<file path="src/rtl/bcd_conv_dd.sv">
// Binary-to-BCD double-dabble converter with optional two's-complement input and overflow flag.
// Latency 2*N_BITS+1 edges from accepted INIT to DONE; INIT is ignored while BUSY (no queueing).
module bcd_conv_dd #(
    parameter int N_BITS    = 16,
    parameter int N_DIGITS  = 5,
    parameter int SIGNED_EN = 0,
    parameter int DONE_HOLD = 32
) (
    input  logic                    CLK,
    input  logic                    RST,
    input  logic                    INIT,
    input  logic [N_BITS-1:0]       BIN,
    output logic [4*N_DIGITS-1:0]   BCD,
    output logic                    SIGN,
    output logic                    OVF,
    output logic                    BUSY,
    output logic                    DONE
);

    localparam int DW = 4 * N_DIGITS;
    localparam int SW = DW + N_BITS;
    localparam logic [5:0] CNT_INIT  = 6'(N_BITS);
    localparam logic [7:0] HOLD_INIT = 8'(DONE_HOLD);

    typedef enum logic [2:0] {
        S_IDLE  = 3'd0,
        S_LOAD  = 3'd1,
        S_ADJ   = 3'd2,
        S_SHIFT = 3'd3,
        S_DONE  = 3'd4
    } state_t;

    state_t            state, state_nxt;
    logic [N_BITS-1:0] op_r;
    logic [N_BITS-1:0] op_mag;
    logic [SW-1:0]     sr;
    logic [SW-1:0]     sr_adj;
    logic [SW-1:0]     sr_shl;
    logic [5:0]        cnt;
    logic [7:0]        hold;
    logic              sign_r;
    logic              ovf_r;
    logic              ovf_nxt;

    // Negating the most negative value wraps to itself, which is the correct unsigned magnitude.
    assign op_mag  = (SIGNED_EN != 0 && op_r[N_BITS-1]) ? -op_r : op_r;
    assign sr_shl  = {sr[SW-2:0], 1'b0};
    assign ovf_nxt = ovf_r | sr[SW-1];

    always_comb begin
        sr_adj = sr;
        for (int d = 0; d < N_DIGITS; d++) begin
            if (sr[N_BITS+4*d +: 4] >= 4'd5) begin
                sr_adj[N_BITS+4*d +: 4] = sr[N_BITS+4*d +: 4] + 4'd3;
            end
        end
    end

    always_ff @(posedge CLK or posedge RST) begin
        if (RST) begin
            state <= S_IDLE;
        end else begin
            state <= state_nxt;
        end
    end

    always_comb begin
        state_nxt = S_IDLE;
        BUSY      = 1'b0;
        DONE      = 1'b0;
        case (state)
            S_IDLE: begin
                state_nxt = INIT ? S_LOAD : S_IDLE;
            end
            S_LOAD: begin
                BUSY      = 1'b1;
                state_nxt = S_ADJ;
            end
            S_ADJ: begin
                BUSY      = 1'b1;
                state_nxt = S_SHIFT;
            end
            S_SHIFT: begin
                BUSY      = 1'b1;
                state_nxt = (cnt == 6'd1) ? S_DONE : S_ADJ;
            end
            S_DONE: begin
                DONE = 1'b1;
                if (INIT) begin
                    state_nxt = S_LOAD;
                end else if (hold <= 8'd1) begin
                    state_nxt = S_IDLE;
                end else begin
                    state_nxt = S_DONE;
                end
            end
            default: state_nxt = S_IDLE;
        endcase
    end

    always_ff @(posedge CLK or posedge RST) begin
        if (RST) begin
            op_r   <= '0;
            sr     <= '0;
            cnt    <= '0;
            hold   <= '0;
            sign_r <= 1'b0;
            ovf_r  <= 1'b0;
            BCD    <= '0;
            SIGN   <= 1'b0;
            OVF    <= 1'b0;
        end else begin
            case (state)
                S_IDLE: begin
                    if (INIT) op_r <= BIN;
                end
                S_LOAD: begin
                    sr     <= {{DW{1'b0}}, op_mag};
                    sign_r <= (SIGNED_EN != 0) ? op_r[N_BITS-1] : 1'b0;
                    ovf_r  <= 1'b0;
                    cnt    <= CNT_INIT;
                end
                S_ADJ: begin
                    sr <= sr_adj;
                end
                S_SHIFT: begin
                    sr    <= sr_shl;
                    ovf_r <= ovf_nxt;
                    cnt   <= cnt - 6'd1;
                    // Results publish on the edge that enters S_DONE, so DONE and BCD rise together.
                    if (cnt == 6'd1) begin
                        BCD  <= sr_shl[SW-1 -: DW];
                        SIGN <= sign_r;
                        OVF  <= ovf_nxt;
                        hold <= HOLD_INIT;
                    end
                end
                S_DONE: begin
                    if (INIT) begin
                        op_r <= BIN;
                    end else begin
                        hold <= hold - 8'd1;
                    end
                end
                default: ;
            endcase
        end
    end

endmodule
</file>
<file path="config.mk">
export PLATFORM = sky130hd
export DESIGN_NAME = bcd_conv_dd
export DESIGN_NICKNAME = d
export VERILOG_FILES = /design/src/rtl/bcd_conv_dd.sv
export SDC_FILE = /design/constraint.sdc
export NUM_CORES = 1
export LEC_CHECK = 0
export ABC_CLOCK_PERIOD_IN_PS = 8100
export CORE_MARGIN = 2
export CORE_UTILIZATION = 57
export DETAILED_ROUTE_END_ITERATION = 12
export GPL_TIMING_DRIVEN = 0
export PLACE_DENSITY = 0.8
export REMOVE_ABC_BUFFERS = 1
export SYNTH_ARGS = -nofsm -noshare
export SYNTH_HDL_FRONTEND = slang
export SYNTH_SLANG_ARGS = --single-unit
</file>
<file path="constraint.sdc">
create_clock -name CLK -period 8.1 [get_ports CLK]
set_input_delay 2.025 -clock CLK [delete_from_list [all_inputs] [get_ports CLK]]
set_output_delay 2.025 -clock CLK [all_outputs]
set_load 0.05 [all_outputs]
</file>
---- After elaboration in Yosys (flattened, before gate mapping) ----
Index checks and enable logic that the tools add are counted.
operators by class
  multiplexer cells ....................... 18
  magnitude comparators ................... 6
  bitwise operators ....................... 2
  add/subtract/negate cells ............... 7
  reductions and logical operators ........ 15
  eq/ne operators ......................... 12
operators with widths
  kind                 count
  $pmux 36 s3          1
  $add 4x2->4 const B  5
  $ge 4x3->1 const B   5
  $mux 4               5
  $mux 8               2
  $pmux 8 s2           1
  $reduce_and 2->1     8
  $pmux 3 s5           1
  $ne 2x2->1 const B   7
  $pmux 6 s2           1
  $mux 3               3
  $le 8x1->1 const B   1
  $sub 8x1->8 const B  1
  $eq 3x2->1 const B   2
  $eq 6x1->1 const B   1
  $sub 6x1->6 const B  1
  $reduce_bool 2->1    2
  $eq 3x1->1 const B   1
  $eq 3x3->1 const B   1
  $logic_not 3->1      1
  $mux 1               3
  $reduce_and 3->1     1
  $reduce_bool 3->1    1
  $reduce_or 3->1      1
  other kinds (4)      4
word-level totals
  output and inout port bits .............. 24
  input bits .............................. 19
  register bits ........................... 91
  logic and storage cells ................. 73

---- Longest topological paths before layout ----
  word-level depth ........................ 4
  depth in mapped cells ................... 8
  mapped depth without buffers ............ 6

---- Least setup slack after synthesis ----
OpenSTA, ideal clock, no wires.
  kind .................................... register -> output
  from .................................... register state[2]
  to ...................................... output DONE
  path slack .............................. 4.683 ns
  data required time ...................... 6.075 ns
  stages on the path, launching flop included .. 4
  path buffers ............................ 2
  arrival ................................. 1.392 ns
  path through ............................ dfrtp_1 -> clkbuf_1 -> clkbuf_1 -> and2_1
on the way
  word-level cells in the longest chain between the ends .. 2
ends and longest elaborated chain
  element                   line  RTL
  start: declaration        33    state_t state, state_nxt;
  start signal: assignment  63    state <= state_nxt;
  $eq 3x3->1                71    case (state)
  $mux 1                    71
  end: declaration          17    output logic DONE
No other way between the ends.

---- Worst setup path after layout ----
  from .................................... register state[1]
  to ...................................... output BUSY
on the way
  word-level cells in the longest chain between the ends .. 3
  elaborated cells on any way between the ends .. 5
  classes of those cells .................. eq/ne (3); mux (1); reduce/logical (1)
ends and longest elaborated chain
  element                                   line  RTL
  $eq 3x2->1 or $eq 3x1->1 (tied branches)  71
  $reduce_or 3->1 (no source line) *        --
  $mux 1 *                                  71
  end: declaration                          16    output logic BUSY,
Every way passes the cells marked *; elsewhere a longest branch is shown, timed or not.

==> flow_metrics.py <==
metrics = {
    "timing": {
        "finalSetupTns_ns": 0,
        "maxSlewHeadroom_pct": 16.4,
        "fin_skew_ns": 0.00519,
        "fin_hold_ws_ns": 0.468,
        "rsz0062_at_grt": "false",
        "setup_ws_ns": 3.16,
        "fin_crit_ns": 4.94,
        "fmax_mhz": 203,
        "finalCritPeriodShare_pct": 61.0,
        "tightest_slew_ns": 1.25,
        "maxSlewViolCount": 0,
        "setup_viol": 0,
        "hold_viol": 0,
    },
    "layout": {
        "diodes": 0,
        "fin_nets": 509,
        "regArea_um2": 2280,
        "drive_gt1_share_pct": 9.36,
        "multi_input_area_um2": 1950,
        "fill_cells": 624,
        "layout_commonest_cell": "dfrtp_1",
        "synthToLayoutAreaGrowth_pct": 14.5,
        "final_cell_mix": "89 x dfrtp_1, 69 x nand2_1, 50 x o21ai_0, 41 x clkdlybuf4s50_1, 26 x a21oi_1",
    },
    "global_route": {
        "antenna_found_initial": 0,
        "grt_start_max_net_pins": 69,
        "grt_usage_pct": 22.1,
        "grt-ovfl-total": 0,
        "grt_pass1_vias": 3347,
        "grt_pass1_wl_um": 14900,
    },
    "yosys": {
        "async_flop_share_pct": 100,
        "synthCells": 451,
        "synth_flop_cell": "dfrtp_1",
        "synth_edf_count": 0,
        "synthesis.area_um2": 4440,
        "ys_types": 41,
        "ys_ff_latch": 91,
        "syn_avg_cell_area_um2": 9.83,
        "yosysSeqAreaShare_pct": 51.3,
        "ys_warn_count": 0,
    },
    "cts": {
        "h-tree-depth": 3,
        "cts_max_path_buffers": 2,
        "hold_buffers": 0,
        "postCtsSetupBuffers": 0,
        "numCtsBuffers": 9,
        "cts.sinks": 91,
        "cts_root_buffer": "clkbuf_8",
        "path_clk_slew_ns": 0.09,
        "tritoncts": "yes",
        "clk_latency_ns": 0.36,
        "cts_resized": 0,
    },
    "power_and_ir_drop": {
        "p_comb_share_pct": 44.7,
        "power_density_nw_per_um2": 416,
        "switching_share_pct": 44.3,
        "power.internal_mw": 1.18,
        "p_leak_nw": 2.32,
        "clkPwrFrac_pct": 14.7,
        "peakVddDrop_mv": 0.192,
        "seq_power_share_pct": 40.6,
        "power.switching_mw": 0.937,
    },
    "die": {
        "ios": 43,
        "die-area_um2": 8500,
        "core_area_um2": 7650,
        "row_count": 32,
        "chipWidth_um": 92.2,
        "start_util_pct": 58.0,
        "die_y_um": 92.2,
    },
    "critical_path": {
        "cp.required_ns": 6.08,
        "cp-end-kind": "output port",
        "crit_path_start_kind": "flip-flop",
        "path_max_fanout": 44,
        "worstPathArrival_ns": 2.91,
        "critPathKind": "reg -> out",
    },
    "placed_design": {
        "dp_slack_ns": 3.15,
        "place_hpwl_um": 5630,
        "gp_congestion": 0.781,
        "portBuffers": 41,
    },
    "routing": {
        "antenna_left": 0,
        "first_iter_violations": 199,
        "remaining_drc_errors": 0,
        "num_vias": 3363,
        "avgViaCountPerCell": 5.77,
        "dr.pass1.iters": 4,
        "drt-total-wl_um": 8700,
        "wl_per_cell_um": 14.9,
    },
    "run": {
        "drv_cap": 0,
    },
    "min_path": {
        "hp-class": "reg -> reg",
    },
    "run_status": {
        "outcome": "completed",
    },
}
## synthesized netlist by cell type (5+ instances only)
master | count | area share (%)
a22oi_1 | 5 | 0.85
nand3_1 | 7 | 0.79
o31ai_1 | 11 | 1.9
nand2b_1 | 8 | 1.1
nand2_1 | 69 | 5.8
or2_2 | 6 | 0.85
nor3_1 | 9 | 1.0
xor2_1 | 5 | 0.99
nor2_1 | 21 | 1.8
o41ai_1 | 6 | 1.2
mux2_2 | 16 | 4.1
a211oi_1 | 5 | 0.85
clkbuf_1 | 17 | 1.4
o31a_1 | 5 | 0.99
buf_2 | 8 | 0.90
dfrtp_1 | 91 | 51
ha_1 | 14 | 3.9
mux2i_1 | 18 | 4.1
o21ai_0 | 50 | 5.6
a31oi_1 | 5 | 0.71
inv_1 | 21 | 1.8
a21oi_1 | 26 | 2.9
## metal layers
metal	part of all wire (%)	GRT usage [%]
met1	43	27.5
met2	50	37.3
met3	5.3	3.29
met4	2.0	12.2
met5	0	0
## worst max-delay path: stages, from the launching register on
cell,delay (ns)
dfrtp_2,1.02
nor2_1,0.16
or2_2,0.45
inv_1,0.10
clkdlybuf4s50_1,0.80
## logic make-up after synthesis
group,after synthesis,synth area share (%)
AO/OA/AOI/OAI,119,16.2
AND/OR/NAND/NOR,138,14.7
XOR/XNOR,5,0.987
buffers and inverters,49,4.63
other,1,0.0845
flip-flops,91,51.3
multiplexers,34,8.12
adder cells (fa/ha/maj),14,3.95
## power by group through the flow
stage                     registers [mW]  clock network, mW  logic, mW
final                              0.859              0.310      0.945
after global routing               0.892              0.336       1.05
after CTS                          0.857              0.319      0.952
after detailed placement           0.865                  0      0.945
after global placement             0.851                  0      0.904
after floorplan                    0.964                  0      0.556
## per-stage QoR
stage	instances	total power, mW	cell area [um2]	util, %
2_1_floorplan	423	1.52	4310	-
3_3_place_gp	566	1.76	4850	63.4
3_5_place_dp	567	1.81	4880	63.8
4_1_cts	583	2.13	5080	66.4
5_1_grt	583	2.28	5080	66.4
6_report	583	2.11	5080	66.4
## area by class of cell
type                            count  area share (%)
Clock inverter                      7            1.45
Clock buffer                        9            2.44
Timing Repair Buffer               42            8.62
Tap cell                          102            2.51
Sequential cell                    91            44.9
Inverter                           21            1.60
Multi-Input combinational cell    311            38.5
## flip-flops by register name, indices dropped and copies added (netlist names)
name / cells
OVF: 1
cnt: 6
sr: 36
state: 3
hold: 8
op_mag: 16
ovf_r: 1
BCD: 20
## worst paths after layout
path	endpoint	start	depth (start not counted)	slack (ns)
worst max-delay path	BUSY	state[1]	4	3.16
worst min-delay path	BCD[7]	BCD[7]	2	0.47
worst max register to register	hold[0]	state[1]	4	4.79
worst min register to register	BCD[7]	BCD[7]	2	0.47
max in group asynchronous	state[1]	RST	3	5.50
min in group asynchronous	op_mag[10]	RST	2	1.97
Note: power is estimated with default switching activity, not from simulation.
